<file path="src/rtl/clock_pkg.sv">
// Shared types, field limits and BCD helpers for the century clock time-keeping logic.
package clock_pkg;

   typedef enum logic [1:0] {
      RUN    = 2'd0,
      SET_HH = 2'd1,
      SET_MM = 2'd2,
      SET_SS = 2'd3
   } mode_t;

   localparam logic [7:0] SEC_MAX  = 8'h59;
   localparam logic [7:0] MIN_MAX  = 8'h59;
   localparam logic [7:0] HOUR_MAX = 8'h23;

   // Valid BCD ordering matches binary ordering, so a plain compare bounds the range.
   function automatic logic bcd_legal(input logic [7:0] value, input logic [7:0] max);
      return (value[3:0] <= 4'd9) && (value[7:4] <= 4'd9) && (value <= max);
   endfunction

   function automatic logic [7:0] bcd_next(input logic [7:0] value, input logic [7:0] max);
      logic [7:0] result;
      if (value >= max) begin
         result = 8'h00;
      end else if (value[3:0] >= 4'd9) begin
         result = {value[7:4] + 4'd1, 4'd0};
      end else begin
         result = {value[7:4], value[3:0] + 4'd1};
      end
      return result;
   endfunction

endpackage

</file>
<file path="src/rtl/clock_time_ctrl_bcd_field_counter.sv">
// Two-digit BCD field that counts 00..MAX and flags the wrap combinationally.
module bcd_field_counter
   import clock_pkg::*;
#(
   parameter logic [7:0] MAX  = 8'h59,
   parameter logic [7:0] INIT = 8'h00
) (
   input  logic       clk,
   input  logic       load,
   input  logic       inc,
   output logic [7:0] value,
   output logic       wrap
);

   logic [7:0] value_q;
   logic [7:0] value_d;

   if (!bcd_legal(INIT, MAX)) begin : g_bad_init
      $error("bcd_field_counter: INIT is not a legal BCD value within 00..MAX");
   end

   // load restores INIT and wins over inc so a reset cycle drops any pending increment.
   always_comb begin
      value_d = value_q;
      if (load) begin
         value_d = INIT;
      end else if (inc) begin
         value_d = bcd_next(value_q, MAX);
      end
   end

   always_ff @(posedge clk) begin
      value_q <= value_d;
   end

   assign value = value_q;
   assign wrap  = inc && (value_q == MAX);

endmodule

</file>
<file path="src/rtl/clock_time_ctrl.sv">
// Seconds/minutes/hours sequencing, button-driven set mode and day-carry strobe.
module clock_time_ctrl
   import clock_pkg::*;
#(
   parameter logic [7:0] RESET_HOUR = 8'h00,
   parameter logic [7:0] RESET_MIN  = 8'h00
) (
   input  logic       clk,
   input  logic       reset,
   input  logic       tick_1hz,
   input  logic       btn_mode,
   input  logic       btn_inc,
   output logic [7:0] sec_bcd,
   output logic [7:0] min_bcd,
   output logic [7:0] hour_bcd,
   output logic [1:0] mode,
   output logic       day_carry
);

   mode_t mode_q;
   mode_t mode_d;
   logic  day_carry_q;
   logic  day_carry_d;

   logic  sec_inc;
   logic  min_inc;
   logic  hour_inc;
   logic  sec_wrap;
   logic  min_wrap;
   logic  hour_wrap;

   if (!bcd_legal(RESET_HOUR, HOUR_MAX)) begin : g_bad_reset_hour
      $error("clock_time_ctrl: RESET_HOUR must be BCD 00..23");
   end
   if (!bcd_legal(RESET_MIN, MIN_MAX)) begin : g_bad_reset_min
      $error("clock_time_ctrl: RESET_MIN must be BCD 00..59");
   end

   // The current mode alone decides which field moves; a btn_mode in the same
   // cycle only changes the mode seen from the next cycle onward.
   always_comb begin
      sec_inc     = 1'b0;
      min_inc     = 1'b0;
      hour_inc    = 1'b0;
      day_carry_d = 1'b0;
      mode_d      = mode_q;

      unique case (mode_q)
         RUN: begin
            sec_inc     = tick_1hz;
            min_inc     = sec_wrap;
            hour_inc    = min_wrap;
            day_carry_d = hour_wrap;
         end
         SET_HH:  hour_inc = btn_inc;
         SET_MM:  min_inc  = btn_inc;
         SET_SS:  sec_inc  = btn_inc;
         default: ;
      endcase

      if (btn_mode) begin
         unique case (mode_q)
            RUN:     mode_d = SET_HH;
            SET_HH:  mode_d = SET_MM;
            SET_MM:  mode_d = SET_SS;
            SET_SS:  mode_d = RUN;
            default: mode_d = RUN;
         endcase
      end
   end

   always_ff @(posedge clk) begin
      if (reset) begin
         mode_q      <= RUN;
         day_carry_q <= 1'b0;
      end else begin
         mode_q      <= mode_d;
         day_carry_q <= day_carry_d;
      end
   end

   bcd_field_counter #(
      .MAX  (SEC_MAX),
      .INIT (8'h00)
   ) u_sec (
      .clk   (clk),
      .load  (reset),
      .inc   (sec_inc),
      .value (sec_bcd),
      .wrap  (sec_wrap)
   );

   bcd_field_counter #(
      .MAX  (MIN_MAX),
      .INIT (RESET_MIN)
   ) u_min (
      .clk   (clk),
      .load  (reset),
      .inc   (min_inc),
      .value (min_bcd),
      .wrap  (min_wrap)
   );

   bcd_field_counter #(
      .MAX  (HOUR_MAX),
      .INIT (RESET_HOUR)
   ) u_hour (
      .clk   (clk),
      .load  (reset),
      .inc   (hour_inc),
      .value (hour_bcd),
      .wrap  (hour_wrap)
   );

   assign mode      = mode_q;
   assign day_carry = day_carry_q;

endmodule
</file>
<file path="config.mk">
export PLATFORM = sky130hd
export DESIGN_NAME = clock_time_ctrl
export DESIGN_NICKNAME = d
export VERILOG_FILES = /design/src/rtl/clock_pkg.sv /design/src/rtl/clock_time_ctrl_bcd_field_counter.sv /design/src/rtl/clock_time_ctrl.sv
export SDC_FILE = /design/constraint.sdc
export NUM_CORES = 1
export LEC_CHECK = 0
export ABC_AREA = 0
export BUFFER_PORTS_ARGS = -buffer_cell sky130_fd_sc_hd__buf_2
export CORE_MARGIN = 2
export CORE_UTILIZATION = 40
export DETAILED_ROUTE_END_ITERATION = 7
export PLACE_DENSITY = 0.71
export SETUP_SLACK_MARGIN = 0.5
export SLEW_MARGIN = 20
export SYNTH_ARGS = -nofsm -noshare
export SYNTH_HDL_FRONTEND = slang
export SYNTH_SLANG_ARGS = --single-unit
</file>
<file path="constraint.sdc">
create_clock -name clk -period 3.2 [get_ports clk]
set_input_delay 0.96 -clock clk [delete_from_list [all_inputs] [get_ports clk]]
set_output_delay 0.96 -clock clk [all_outputs]
set_load 0.005 [all_outputs]
</file>
==> impl_metrics.ini, run 1 <==
[grt]
antenna_found_initial = 0
grt_overflow = 0
grt_max_degree = 31
track_usage = 0.154
grt_pass1_wl_um = 5400
first_global_vias = 1235

[setup_path]
worstPathArrival_ns = 2.52
crit_fanout = 10
worstPathRequired_ns = 3.36
crit_path_start_kind = flip-flop
crit_type = reg -> reg
cp-end-kind = flip-flop

[floorplanning]
start_util = 0.407
core_area_mm2 = 0.00394
pin_count = 32
placementRows = 23
die_h_um = 67.3
dieArea_mm2 = 0.00453
die_x_um = 67.3

[clock_tree]
ctsHtreeMaxLevel = 1
clkLatencyLatePin_ns = 0.28
hold_buffers = 0
cts_setup_buffers = 0
cts_tree = yes
cts_buffers = 3
clock-root-buffer = clkbuf_8
clock_sinks = 27
postCtsResizedCells = 0
clk_pin_slew_worst_paths_ns = 0.10
cts.path.max_buffers = 2

[logic_synthesis]
yosys.area.top_type = dfxtp_1
ys_seq_elements = 27
synth_ff_type = dfxtp_1
synth_cell_type_count = 40
async_reset_ff_frac = 0
synth_area_mm2 = 0.00160
synthCells = 177
seq_area_frac_synth = 0.337
syn-num-nets = 201
syn_area_per_cell_um2 = 9.06
synth_most_common_cell = dfxtp_1
synth_top_cells_by_count = dfxtp_1, ha_1, inv_1, nor2_1, nor3_1
synth_area_leaders = dfxtp_1, ha_1, nor3_1, inv_1, a21oi_1
yosys.area.top_type_share = 0.337
synth.yosys.warnings = 0
synth_edf_count = 0

[timing]
maxSlewHeadroom = 0.634
hold_slack_ns = 0.536
finalHoldViolCount = 0
slew_viol_final = 0
setup_viol = 0
setup_tns_ns = 0
post-route-min-period_ns = 2.35
max_freq_mhz = 425
tightest_slew_ns = 0.549
finalCritPeriodShare = 0.736
postLayoutSetupSlackWorst_ns = 0.846
finClkSkew_ns = 0.00305
grt_setup_unrepaired = no

[final_layout]
diodes = 0
fin_area_mm2 = 0.00186
nNetsFinal = 233
area.growth.synth_to_final_pct = 15.7
drive_gt1_frac = 0.231

[detailed_routing]
wl_um = 3390
drt_iter0_drc = 66
route.detailed.drc = 0
num_vias = 1379
routedWlPerCell_um = 13.2
first_pass_iters = 4
routed_via_density = 5.34
ant_nets = 0

[power]
p_leak_nw = 0.792
power_density_mw_per_mm2 = 349
vdd_drop_max_uv = 143

[run_status]
status = finished, final reports clean

[placed_design]
port_buffers = 31
place.gp.congestion = 0.752
pre_cts_ws_ns = 0.628
dpl.hpwl_um = 2440
place_area_mm2 = 0.00181

[job]
max-cap-violations = 0

[min_path]
hp-class = reg -> reg
## sequential cells by signal, summed over array words and instances (netlist names)
register / count
mode: 2
u_min.value: 8
u_sec.value: 8
u_hour.value: 8
day_carry: 1
## layout by cell type, fill, tap and decap left out, drive strengths merged, types with 3 or more instances in the layout
cell type / count
nand2b: 4
inv: 17
ha: 19
o21ai: 4
xnor2: 3
nor3: 13
clkbuf: 3
a21oi: 12
nand4: 4
or3b: 3
nand2: 10
nor2: 13
a211oi: 3
buf: 31
a41oi: 3
dfxtp: 27
nand3: 3
o31ai: 3
mux2i: 4
## final timing paths
kind                           startpoint                           end  slack [ns]  cells past startpoint
max                  mode[0]$_SDFFE_PP0P_   u_min.value[5]$_SDFFE_PP0P_        0.85                      7
min          u_hour.value[7]$_SDFFE_PP0P_  u_hour.value[7]$_SDFFE_PP0P_        0.54                      1
max reg2reg          mode[0]$_SDFFE_PP0P_   u_min.value[5]$_SDFFE_PP0P_        0.85                      7
min reg2reg  u_hour.value[7]$_SDFFE_PP0P_  u_hour.value[7]$_SDFFE_PP0P_        0.54                      1
## cells by family after synthesis
group,Yosys count,share of synthesized area
and+or+nand+nor,65,0.229
AOI/OAI and AO/OA,36,0.184
DFF,27,0.337
buffers and inverters,21,0.0491
adders and majority gates,19,0.148
xor gates and xnor gates,5,0.0273
muxes,4,0.0250
## worst max-delay path, stage by stage (launching register included)
cell and delay [ns]:
dfxtp_1 0.36, inv_1 0.09, ha_1 0.30, nand4_1 0.28
o41ai_4 0.54, a21boi_4 0.39, mux2i_1 0.22, nor2_1 0.05
## metal layers
layer / vias up / global-route usage / wire, um
li1: 698 / - / -
met1: 652 / 0.190 / 1550
met2: 24 / 0.274 / 1690
met3: 5 / 0.0200 / 102
met4: 0 / 0.0536 / 53
met5: - / 0 / 0
## power breakdown
part,internal [mW],leakage [nW],total (mW),switching [mW]
Combinational,0.0352,0.552,0.0876,0.0524
Sequential,0.343,0.218,0.354,0.0106
Clock,0.0888,0.0217,0.206,0.118
Total,0.467,0.792,0.648,0.181
## layout make-up
class,count,area (um2)
Clock buffer,3,41.3
Clock inverter,1,7.51
Fill cell,400,2090
Inverter,17,63.8
Multi-Input combinational cell,129,985
Sequential cell,27,541
Tap cell,50,62.6
Timing Repair Buffer,31,155
## stage by stage
step	std cells	util	total power, mW
6_report	258	0.471	0.648
3_3_place_gp	254	0.458	0.447
4_1_cts	258	0.471	0.651
5_1_grt	258	0.471	0.675
3_5_place_dp	254	0.458	0.448
2_1_floorplan	177	-	0.422
No activity file was read; power rests on OpenSTA's default activity.
==> run 2: changes to the inputs <==
--- a/config.mk
+++ b/config.mk
@@ -5,12 +5,12 @@
 export SDC_FILE = /design/constraint.sdc
 export NUM_CORES = 1
 export LEC_CHECK = 0
-export ABC_AREA = 0
+export ABC_AREA = 1
 export BUFFER_PORTS_ARGS = -buffer_cell sky130_fd_sc_hd__buf_2
 export CORE_MARGIN = 2
 export CORE_UTILIZATION = 40
 export DETAILED_ROUTE_END_ITERATION = 7
-export PLACE_DENSITY = 0.71
+export PLACE_DENSITY = 0.73
 export SETUP_SLACK_MARGIN = 0.5
 export SLEW_MARGIN = 20
 export SYNTH_ARGS = -nofsm -noshare
==> constraint.sdc (replaced) <==
create_clock -name clk -period 1.95 [get_ports clk]
set_input_delay 0.585 -clock clk [delete_from_list [all_inputs] [get_ports clk]]
set_output_delay 0.585 -clock clk [all_outputs]
set_load 0.005 [all_outputs]
==> run 2 against run 1 <==
  * Fmax grew 54%
  * Die area grew 0.30%
  * Global-route usage grew 0.15 points
  * Clock skew grew 0.0022 ns
  * Clock power grew 52%
  * Critical endpoint is now u_hour.value[0]$_SDFFE_PP0P_
  * Utilization grew 12 points
  * Final area grew 24%
  * Largest power group unchanged
  * Combinational power grew 110%
==> impl_metrics.ini, run 2 <==
[timing]
finalHoldViolCount = 0
setup_viol = 0
maxSlewHeadroom = 0.694
grt_setup_unrepaired = yes
finClkSkew_ns = 0.00521
post-route-min-period_ns = 1.52
slew_viol_final = 0
max_freq_mhz = 656
setup_tns_ns = 0
finalCritPeriodShare = 0.782
tightest_slew_ns = 0.459

[detailed_routing]
wl_um = 3910
ant_nets = 0
first_pass_iters = 4
route.detailed.drc = 0
routedWlPerCell_um = 12.6
drt_iter0_drc = 40
routed_via_density = 4.89
num_vias = 1522

[power]
vdd_drop_max_uv = 337
p_leak_nw = 1.09
power_density_mw_per_mm2 = 468

[grt]
first_global_vias = 1292
track_usage = 0.155
met3_usage = 0.0150
grt_pass1_wl_um = 5540
grt_max_degree = 15
gr-usage-met2 = 0.275
grt_busiest_layer = met2
grt_overflow = 0
antenna_found_initial = 0
use_met1 = 0.196

[final_layout]
most-common-layout-cells = buf_2, nand2_1, inv_1
fillCellCount = 336
final_common_cell = buf_2
diodes = 0
nNetsFinal = 286
layout.area.seq_um2 = 574
area.growth.synth_to_final_pct = 43.5
multi_input_area_mm2 = 0.00118
reg.largest.list = u_hour.value: 8 flops, u_min.value: 8 flops, u_sec.value: 8 flops
fin_area_mm2 = 0.00231
drive_gt1_frac = 0.490

[logic_synthesis]
synth_edf_count = 0
synth_area_leaders = dfxtp_1, ha_1, nand2_1, inv_1, nand3_1
synthCells = 210
async_reset_ff_frac = 0
yosys.area.top_type_share = 0.336
syn_area_per_cell_um2 = 7.66
syn-num-nets = 234
synth_cell_type_count = 25
synth_area_mm2 = 0.00161
seq_area_frac_synth = 0.336
synth_most_common_cell = nand2_1
yosys.area.top_type = dfxtp_1
ys_seq_elements = 27
synth_top_cells_by_count = nand2_1, inv_1, dfxtp_1, nor2_1
synth.yosys.warnings = 0
synth_ff_type = dfxtp_1

[clock_tree]
clkLatencyLatePin_ns = 0.27
cts.path.max_buffers = 2
clock_sinks = 27
cts_tree = yes
clock-root-buffer = clkbuf_8
ctsHtreeMaxLevel = 1
cts_buffers = 3
hold_buffers = 0
clk_pin_slew_worst_paths_ns = 0.09

[setup_path]
worstPathRequired_ns = 2.11
crit_fanout = 4
cp-end-kind = flip-flop
crit_type = reg -> reg
worstPathArrival_ns = 1.69
crit_path_start_kind = flip-flop

[placed_design]
dpl.hpwl_um = 2440
port_buffers = 31
place.gp.congestion = 0.807
place_area_mm2 = 0.00185

[floorplanning]
die_h_um = 67.4
placementRows = 23
pin_count = 32
die_x_um = 67.4
dieArea_mm2 = 0.00455
core_area_mm2 = 0.00394
start_util = 0.408

[run_status]
status = finished, final reports clean

[min_path]
hp-class = reg -> reg

[job]
max-cap-violations = 0
-- run 2: cell count changes after synthesis, sizes merged, moves of 3 or more --
cell,previous run,this run
nor3,13,6
inv,17,31
a41oi,3,0
nand2b,4,0
or3b,3,0
nand3,3,19
nor2,13,22
mux2i,4,0
xor2,2,6
nand2,10,48
clkbuf,4,1
o31ai,3,0
-- run 2: area by class of cell --
type | instances | share of cell area
multi-input combinational | 150 | 0.513
sequential | 27 | 0.249
timing repair buffer | 49 | 0.137
inverter | 31 | 0.0547
tap | 50 | 0.0271
clock buffer | 4 | 0.0195
-- run 2: layer usage --
metal / vias to the layer above / wire (um)
li1: 778 / -
met1: 718 / 1690
met2: 22 / 2080
met3: 4 / 92
met4: 0 / 48
met5: - / 0
-- run 2: critical path, stage by stage (launching register included) --
cell and delay [ns]:
dfxtp_4 0.38, inv_4 0.08, ha_4 0.12, nand2_2 0.06
nor2_2 0.16, nand2_4 0.09, nor2_4 0.16, nand2_8 0.08
buf_4 0.14, nand3_1 0.08, a21oi_2 0.07
-- run 2: path summary, 6_finish.rpt --
path	slack, ns	startpoint	end	cells past startpoint
min	0.46	u_hour.value[6]$_SDFFE_PP0P_	u_hour.value[6]$_SDFFE_PP0P_	2
max reg2reg	0.43	u_min.value[1]$_SDFFE_PP0P_	u_hour.value[0]$_SDFFE_PP0P_	10
min reg2reg	0.46	u_hour.value[6]$_SDFFE_PP0P_	u_hour.value[6]$_SDFFE_PP0P_	2
max	0.43	u_min.value[1]$_SDFFE_PP0P_	u_hour.value[0]$_SDFFE_PP0P_	10
-- run 2: per-stage QoR --
stage	setup WS [ns]	utilization	total power [mW]	hold slack, ns	cells
floorplan	0.470	-	0.694	0.446	210
global placement	0.260	0.470	0.733	0.444	290
detailed placement	0.220	0.470	0.736	0.442	290
CTS	0.472	0.527	1.08	0.457	305
global route	0.368	0.586	1.14	0.478	311
finish	0.426	0.586	1.08	0.458	311
-- run 2: cells by family (layout without fill, tap and decap cells) --
family	after synthesis	in the layout	synth area share
adder cells (fa/ha/maj)	19	19	0.148
flip-flops	27	27	0.336
XOR/XNOR	7	7	0.0381
buffers and inverters	33	84	0.0778
AO/OA/AOI/OAI	21	21	0.0855
AND/OR/NAND/NOR	103	103	0.315
-- run 2: power breakdown --
group / switching (mW) / internal (mW)
Clock: 0.167 / 0.146
Combinational: 0.101 / 0.0852
Sequential: 0.0193 / 0.561
Total: 0.288 / 0.792
-- run 2: what timing repair did --
action / CTS / global route
setup buffers: 11 / 6
endpoints found under the setup margin: 20 / 33
resized for setup: 30 / 53
pin swaps: 8 / 17
